### src/rtl/mem_port_arbiter_pkg.sv
// rtl/mem_port_arbiter_pkg.sv - shared pipeline defines for the memory port arbiter
package mem_port_arbiter_pkg;

  // Arbiter FSM encodings
  typedef enum logic [1:0] {
    IDLE      = 2'd0,
    GRANT_IF  = 2'd1,
    GRANT_MEM = 2'd2
  } arb_state_e;

  // Consecutive MEM grants allowed while a fetch is waiting
  localparam int STARVE_LIMIT_DEFAULT = 4;

  // Width of the starvation counter
  localparam int STARVE_CNT_W = 3;

endpackage

### src/rtl/mem_port_arbiter.sv
// rtl/mem_port_arbiter.sv - single-port memory arbiter between the fetch and load/store stages
module mem_port_arbiter
  import mem_port_arbiter_pkg::*;
#(
  parameter int AW           = 32,
  parameter int DW           = 32,
  parameter int STARVE_LIMIT = STARVE_LIMIT_DEFAULT
) (
  input  logic          Clk,
  input  logic          Rst,
  input  logic          if_req,
  input  logic [AW-1:0] if_addr,
  input  logic          if_flush,
  output logic [DW-1:0] if_rdata,
  output logic          if_valid,
  input  logic          mem_rd,
  input  logic          mem_wr,
  input  logic [AW-1:0] mem_addr,
  input  logic [DW-1:0] mem_wdata,
  output logic [DW-1:0] mem_rdata,
  output logic          mem_valid,
  output logic          IF_stall,
  output logic          MEM_stall,
  output logic          ram_req,
  output logic          ram_we,
  output logic [AW-1:0] ram_addr,
  output logic [DW-1:0] ram_wdata,
  input  logic [DW-1:0] ram_rdata,
  input  logic          ram_ack
);

  localparam logic [STARVE_CNT_W-1:0] STARVE_MAX = 3'(STARVE_LIMIT);

  arb_state_e              state_q;
  logic [STARVE_CNT_W-1:0] starve_cnt_q;
  logic [STARVE_CNT_W-1:0] starve_cnt_d;
  logic                    discard_q;
  logic                    ram_req_q;
  logic                    ram_we_q;
  logic [AW-1:0]           ram_addr_q;
  logic [DW-1:0]           ram_wdata_q;
  logic                    if_valid_q;
  logic                    mem_valid_q;
  logic [DW-1:0]           if_rdata_q;
  logic [DW-1:0]           mem_rdata_q;

  logic mem_want;
  logic turnaround;
  logic if_starved;
  logic grant_mem;
  logic grant_if;

  // A completion cycle is a turnaround: the finishing requester has not yet
  // dropped or replaced its request, so no grant is issued while a valid is high.
  assign mem_want   = mem_rd | mem_wr;
  assign turnaround = if_valid_q | mem_valid_q;
  assign if_starved = if_req & (starve_cnt_q == STARVE_MAX);
  assign grant_mem  = (state_q == IDLE) & ~turnaround & mem_want & ~if_starved;
  assign grant_if   = (state_q == IDLE) & ~turnaround & if_req & ~grant_mem;

  // Starvation counter: counts MEM grants taken while a fetch waits, saturating
  always_comb begin
    starve_cnt_d = starve_cnt_q;
    if (!if_req || grant_if) begin
      starve_cnt_d = '0;
    end else if (grant_mem && (starve_cnt_q != STARVE_MAX)) begin
      starve_cnt_d = starve_cnt_q + 3'd1;
    end
  end

  // Arbiter FSM with registered memory-side outputs and completion pulses
  always_ff @(posedge Clk) begin
    if (Rst) begin
      state_q      <= IDLE;
      starve_cnt_q <= '0;
      discard_q    <= 1'b0;
      ram_req_q    <= 1'b0;
      ram_we_q     <= 1'b0;
      ram_addr_q   <= '0;
      ram_wdata_q  <= '0;
      if_valid_q   <= 1'b0;
      mem_valid_q  <= 1'b0;
      if_rdata_q   <= '0;
      mem_rdata_q  <= '0;
    end else begin
      if_valid_q   <= 1'b0;
      mem_valid_q  <= 1'b0;
      starve_cnt_q <= starve_cnt_d;
      case (state_q)
        IDLE: begin
          if (grant_mem) begin
            state_q     <= GRANT_MEM;
            ram_req_q   <= 1'b1;
            ram_we_q    <= mem_wr;
            ram_addr_q  <= mem_addr;
            ram_wdata_q <= mem_wdata;
          end else if (grant_if) begin
            state_q    <= GRANT_IF;
            ram_req_q  <= 1'b1;
            ram_we_q   <= 1'b0;
            ram_addr_q <= if_addr;
          end
        end
        GRANT_IF: begin
          if (ram_ack) begin
            state_q   <= IDLE;
            ram_req_q <= 1'b0;
            discard_q <= 1'b0;
            // A redirect seen at any point of the fetch, ack cycle included, drops its data
            if (!discard_q && !if_flush) begin
              if_rdata_q <= ram_rdata;
              if_valid_q <= 1'b1;
            end
          end else if (if_flush) begin
            discard_q <= 1'b1;
          end
        end
        GRANT_MEM: begin
          if (ram_ack) begin
            state_q     <= IDLE;
            ram_req_q   <= 1'b0;
            ram_we_q    <= 1'b0;
            mem_valid_q <= 1'b1;
            if (!ram_we_q) begin
              mem_rdata_q <= ram_rdata;
            end
          end
        end
        default: begin
          state_q   <= IDLE;
          ram_req_q <= 1'b0;
          ram_we_q  <= 1'b0;
        end
      endcase
    end
  end

  assign ram_req   = ram_req_q;
  assign ram_we    = ram_we_q;
  assign ram_addr  = ram_addr_q;
  assign ram_wdata = ram_wdata_q;
  assign if_valid  = if_valid_q;
  assign if_rdata  = if_rdata_q;
  assign mem_valid = mem_valid_q;
  assign mem_rdata = mem_rdata_q;

  assign IF_stall  = if_req & ~if_valid_q;
  assign MEM_stall = mem_want & ~mem_valid_q;

endmodule

### config.mk
export PLATFORM = sky130hd
export DESIGN_NAME = mem_port_arbiter
export DESIGN_NICKNAME = d
export VERILOG_FILES = /design/src/rtl/mem_port_arbiter_pkg.sv /design/src/rtl/mem_port_arbiter.sv
export SDC_FILE = /design/constraint.sdc
export NUM_CORES = 1
export LEC_CHECK = 0
export BUFFER_PORTS_ARGS = -buffer_cell sky130_fd_sc_hd__clkbuf_2
export CAP_MARGIN = 5
export CORE_MARGIN = 2
export CORE_UTILIZATION = 24
export CTS_BUF_LIST = sky130_fd_sc_hd__clkbuf_8 sky130_fd_sc_hd__clkbuf_16
export DETAILED_ROUTE_END_ITERATION = 16
export RECOVER_POWER = 50
export SLEW_MARGIN = 10
export SYNTH_ARGS = -nofsm -noshare
export SYNTH_HDL_FRONTEND = slang
export SYNTH_SLANG_ARGS = --single-unit
### constraint.sdc
create_clock -name Clk -period 2.2 [get_ports Clk]
set_clock_uncertainty 0.05 [all_clocks]
set_input_delay 0.11 -clock Clk [delete_from_list [all_inputs] [get_ports Clk]]
set_output_delay 0.11 -clock Clk [all_outputs]
set_load 0.005 [all_outputs]
==> flow_metrics.tcl, run 1 <==
set metrics [dict create \
    start_kind "flip-flop" \
    design.die.area_um2 23000 \
    rsz0062_at_grt "false" \
    first_global_vias 5735 \
    cts_tree "done" \
    diodes 0 \
    grt_first_pass_wirelength_mm 27.6 \
    grt_remaining_overflow 0 \
    sequentialPowerShare_pct 33.9 \
    synthesis.nets 805 \
    die_w_um 152 \
    nFillCells 2172 \
    instances_no_fill 1320 \
    synthCells 665 \
    syn_area_um2 5230 \
    cts_made_buffers 17 \
    dp.cells 1173 \
    drt_first_pass_iters 4 \
    synth-seq-cells 138 \
    max_cap_viol_count 0 \
    crit_type "reg -> reg" \
    place_hpwl_mm 12.0 \
    finalSetupViolCount 0 \
    ant_nets 0 \
    yosysTopAreaCellShare_pct 52.8 \
    drcViolationCount 0 \
    clockRootBuffer "clkbuf_16" \
    die_y_um 152 \
    grtUsageTotal_pct 15.4 \
    initial_core_util_pct 24.6 \
    fin_crit_sh_pct 90.0 \
    setup_tns_ns 0 \
    wl_per_cell_um 14.2 \
    io_pins 269 \
    seq_area_frac_synth_pct 52.8 \
    gr-usage-met2_pct 27.8 \
    arrival_ns 2.23 \
    port_buffers 268 \
    place_congestion 0.764 \
    drv_slew 0 \
    comb_power_share_pct 35.6 \
    fin_crit_ns 1.98 \
    row_count 53 \
    grt_max_degree 65 \
    tightest_slew_ns 0.711 \
    h-tree-depth 4 \
    p_leak_nw 3.50 \
    area_delta_synth_final_pct 63.2 \
    core-area_um2 21200 \
    viasPerCell 4.44 \
    yosys.area.top_type "dfxtp_1" \
    hold_class "in -> reg" \
    switchingPower_mw 3.58 \
    grt_antenna_before_repair 0 \
    max_freq_mhz 505 \
    clkLatencyLatePin_ns 0.41 \
    met1_usage_pct 17.1 \
    drt_iter0_markers 191 \
    synth_area_per_cell_um2 7.86 \
    required_ns 2.45 \
    cp_max_fo 32 \
    clkPwrFrac_pct 30.5 \
    max_slew_margin_pct 52.6 \
    outcome "finished clean" \
    layout.nets 1172 \
    irDropWorstVdd_mv 0.449 \
    cp-end-kind "flip-flop" \
    met3_usage_pct 4.85 \
    ys_types 31 \
    vias 5867 \
    synth_area_leaders "dfxtp_1, nand2_1, a21oi_1" \
    clk_path_buf_depth 2 \
    grt-busiest-layer "met2" \
    drive_gt1_share_pct 22.2 \
    p_per_area_nw_per_um2 1170 \
    switching_share_pct 35.8 \
    internal_power_mw 6.43 \
    yosys_warnings 0 \
    wirelength_mm 18.7 \
    path_clk_slew_ns 0.06 \
    cts_sinks 138 \
    hold_violations 0 \
]
[synthesized netlist by cell type]
library cell  instances
nand2_1             196
dfxtp_1             138
a21oi_1              99
nor2_1               75
nor3_1               34
clkbuf_1             33
nor4_1               23
buf_2                14
nor4_2                9
inv_1                 6
ha_1                  5
nand3_1               5
buf_6                 3
nor2b_1               3
o21ai_0               3
or3_1                 3
a211oi_1              2
a211o_1               1
a21o_1                1
a31oi_1               1
and3_1                1
buf_4                 1
mux2i_1               1
nor3b_4               1
o21a_1                1
o21ai_2               1
o31a_1                1
o41ai_1               1
or2_1                 1
or2_2                 1
xnor2_1               1
[repair_timing]
| action | CTS | global route |
|---|---|---|
| resized for setup | 0 | 0 |
| hold endpoints to repair | 130 | 0 |
| buffers inserted | 0 | 2 |
| hold buffers | 112 | 0 |
| setup endpoints to repair | 0 | 23 |
[final timing paths]
check        depth (start not counted)           end  slack, ns         start
max                                  7  ram_addr[12]       0.22    state_q[0]
min                                  3  ram_addr[25]       0.02   if_addr[25]
max reg2reg                          7  ram_addr[12]       0.22    state_q[0]
min reg2reg                          2  if_rdata[24]       0.40  if_rdata[24]
[kinds of logic after synthesis]
logic type / after synthesis / share of synthesized area, %
AND/OR/NAND/NOR: 352 / 29.5
flip-flops: 138 / 52.8
AO/OA/AOI/OAI: 111 / 11.1
buffers and inverters: 57 / 4.93
adder cells (fa/ha/maj): 5 / 1.20
XOR/XNOR: 1 / 0.168
multiplexers: 1 / 0.191
[per-stage QoR]
step           power (mW)  area (µm²)  setup WS (ns)  hold WS, ns  util [%]
3_3_place_gp         6.78        6880          0.240        0.286      32.4
4_1_cts              10.1        8620          0.131     0.000136      40.6
3_5_place_dp         6.86        6880          0.136        0.288      32.4
6_report             10.0        8530          0.221       0.0201      40.2
2_1_floorplan        5.50        5230          0.503        0.156         -
5_1_grt              10.7        8530         0.0471      0.00538      40.2
[power groups by stage]
stage | combinational, mW | clock [mW] | sequential, mW
finish | 3.56 | 3.06 | 3.39
CTS | 3.57 | 3.18 | 3.39
floorplan | 2.03 | 0 | 3.47
global route | 3.97 | 3.27 | 3.47
detailed placement | 3.41 | 0 | 3.45
global placement | 3.35 | 0 | 3.43
[placed cells by master, fill, tap and decap left out, types with 2 or more instances in the layout]
| cell type | n |
|---|---|
| buf_4 | 13 |
| nor3_1 | 33 |
| a21oi_1 | 99 |
| clkinv_2 | 3 |
| buf_1 | 2 |
| clkinvlp_4 | 3 |
| buf_12 | 5 |
| nor2_1 | 74 |
| clkbuf_2 | 165 |
| nand3_1 | 4 |
| o21ai_0 | 3 |
| nor4_1 | 23 |
| clkinv_4 | 2 |
| ha_1 | 5 |
| dlygate4sd3_1 | 112 |
| clkbuf_1 | 101 |
| nand2_1 | 196 |
| clkbuf_16 | 18 |
| bufinv_16 | 4 |
| nor2b_1 | 2 |
| inv_1 | 7 |
| or3_1 | 3 |
| dfxtp_1 | 138 |
| a211oi_1 | 2 |
| nor4_2 | 9 |
[flip-flops by register name, summed over array words and instances (netlist names)]
register,count
mem_valid,1
ram_addr,32
ram_req,1
mem_rdata,32
if_rdata,32
starve_cnt_q,3
discard_q,1
ram_wdata,32
if_valid,1
state_q,2
ram_we,1
[routing by layer]
layer	up-vias	share of wire (%)
li1	2937	-
met5	-	0
met1	2676	42
met4	0	1.6
met3	25	8.8
met2	229	48
[worst max-delay path: stages (launching register included)]
cell,delay [ns]
dfxtp_1,0.33
inv_1,0.08
ha_1,0.19
nor3b_4,0.31
and3_2,0.32
buf_12,0.21
nor3_1,0.08
nor4_1,0.29
[layout make-up]
| class | count | area [µm²] | share of cell area (%) |
|---|---|---|---|
| Inverter | 6 | 22.5 | 0.264 |
| Clock inverter | 15 | 199 | 2.33 |
| Clock buffer | 17 | 425 | 4.99 |
| Multi-Input combinational cell | 470 | 2220 | 26.1 |
| Tap cell | 275 | 344 | 4.03 |
| Timing Repair Buffer | 399 | 2560 | 30.0 |
| Sequential cell | 138 | 2760 | 32.4 |
(Power assumes the default switching activity.)
==> run 2: changes to the inputs <==
Settings changed: CORE_UTILIZATION 24 to 25.
==> run 2 against run 1 <==
  * Final cell count shrank 0.83%
  * Via count shrank 1.8%
  * Largest cell class unchanged
  * First-iteration DRC count grew 21%
  * Total power shrank 2.4%
  * Non-clock buffer count shrank 6
  * Clock-buffer cell count grew 1
  * Critical path type unchanged
  * Sequential share of layout area grew 0.28 points
  * Largest power group unchanged
  * Clock power shrank 4%
  * Core utilization grew 1.3 points
==> flow_metrics.tcl, run 2 (same netlist as run 1, synthesis figures left out) <==
set metrics [dict create \
    wirelength_mm 18.1 \
    startpoint "state_q[1]" \
    first_global_vias 5592 \
    arrival_ns 2.18 \
    fin_util_pct 41.5 \
    path_clk_slew_ns 0.06 \
    whs_endpoint "ram_addr[11]" \
    final_cell_mix "nand2_1, clkbuf_2, dfxtp_1" \
    r2r_end "ram_addr[13]" \
    hold_class "in -> reg" \
    die_w_um 149 \
    diodes 0 \
    h-tree-depth 4 \
    vias 5760 \
    clk_path_buf_depth 2 \
    required_ns 2.45 \
    drv_slew 0 \
    cts_made_buffers 17 \
    p_per_area_nw_per_um2 1160 \
    max_slew_margin_pct 53.0 \
    reg2reg_from "state_q[1]" \
    internal_power_mw 6.25 \
    tightest_slew_ns 0.705 \
    crit_type "reg -> reg" \
    switchingPower_mw 3.52 \
    place_hpwl_mm 11.4 \
    instances_no_fill 1309 \
    start_kind "flip-flop" \
    viasPerCell 4.40 \
    grtUsageTotal_pct 16.0 \
    layout.nets 1166 \
    port_buffers 268 \
    io_pins 269 \
    wl_per_cell_um 13.8 \
    area_delta_synth_final_pct 61.8 \
    switching_share_pct 36.0 \
    clkPwrFrac_pct 30.2 \
    max_cap_viol_count 0 \
    drcViolationCount 0 \
    reg2reg_depth 7 \
    hold_violations 0 \
    core-area_um2 20400 \
    irDropWorstVdd_mv 0.582 \
    cp_max_fo 44 \
    fin_crit_sh_pct 87.7 \
    holdCritStartpoint "if_addr[11]" \
    die_y_um 149 \
    place_congestion 0.766 \
    max_freq_mhz 518 \
    rrSetupSlack_ns 0.27 \
    design.die.area_um2 22100 \
    row_count 52 \
    finalSetupViolCount 0 \
    clockRootBuffer "clkbuf_16" \
    p_leak_nw 3.50 \
    cts_sinks 138 \
    rsz0062_at_grt "false" \
    fin_crit_ns 1.93 \
    holdPathStages 3 \
    comb_power_share_pct 35.1 \
    outcome "finished clean" \
    grt_first_pass_wirelength_mm 28.2 \
    drt_iter0_markers 232 \
    cp-end-kind "flip-flop" \
    clkLatencyLatePin_ns 0.41 \
    drt_first_pass_iters 4 \
    ant_nets 0 \
    drive_gt1_share_pct 23.5 \
    layout_commonest_cell "nand2_1" \
    grt_max_degree 49 \
    grt_remaining_overflow 0 \
    dp.cells 1164 \
    initial_core_util_pct 25.7 \
    setup_tns_ns 0 \
    sequentialPowerShare_pct 34.7 \
    grt_antenna_before_repair 0 \
    cts_tree "done" \
    post_cts_resized 0 \
]
[run 2: changes by cell type in the layout (fill, tap and decap cells not counted), moves of 2 or more]
cell / before / now
buf_4: 13 / 10
clkbuf_1: 101 / 84
clkbuf_2: 165 / 181
clkinv_4: 2 / 0
clkinvlp_4: 3 / 5
inv_6: 1 / 3
[run 2: power by group through the flow]
stage	combinational [mW]	clock, mW	sequential, mW
3_3_place_gp	3.35	0	3.43
2_1_floorplan	2.03	0	3.47
6_report	3.43	2.95	3.40
4_1_cts	3.54	3.07	3.39
5_1_grt	3.88	3.18	3.46
3_5_place_dp	3.37	0	3.45
[run 2: cell type report]
class,count,area [µm²]
fillers,2024,11900
flip-flops and latches,138,2760
repair buffers,393,2500
multi-input cells,470,2220
clock buffers,18,439
well taps,270,338
clock inverters,14,169
inverters,6,22.5
[run 2: per-stage QoR]
stage               total power, mW  cell area [µm²]  hold WS (ns)  setup slack (ns)
CTS                            10.0             8560      0.000578             0.169
finish                         9.78             8460        0.0140             0.271
global route                   10.5             8460        0.0135            0.0749
global placement               6.78             6830         0.286             0.290
detailed placement             6.82             6830         0.291             0.184
floorplan                      5.50             5230         0.156             0.503
[run 2: per-layer routing]
layer	vias to the layer above	routed length [µm]	global-route usage (%)
li1	2922	-	-
met1	2597	7080	17.2
met2	225	9020	29.2
met3	16	1730	6.20
met4	0	217	4.62
met5	-	0	0
[run 2: worst max-delay path by stage]
| stage | to | slack [ns] | cells past startpoint |
|---|---|---|---|
| CTS | ram_addr[13] | 0.17 | 7 |
| global route | ram_addr[10] | 0.07 | 7 |
| floorplan | ram_addr[22] | 0.50 | 8 |
| global placement | ram_addr[13] | 0.29 | 7 |
| finish | ram_addr[13] | 0.27 | 7 |
| detailed placement | ram_addr[13] | 0.18 | 7 |
[run 2: worst max-delay path, stage by stage (launching register included)]
cell and delay (ns):
dfxtp_1 0.31, inv_1 0.09, ha_1 0.20, nor3b_4 0.31, and3_2 0.27, buf_12 0.23, nor3_1 0.08, nor4_1 0.27
[run 2: what timing repair did]
item / 4_1_cts / 5_1_grt
hold buffers: 112 / 0
endpoints found under the setup margin: 0 / 1
endpoints found under the hold margin: 130 / 0
buffers inserted: 0 / 1
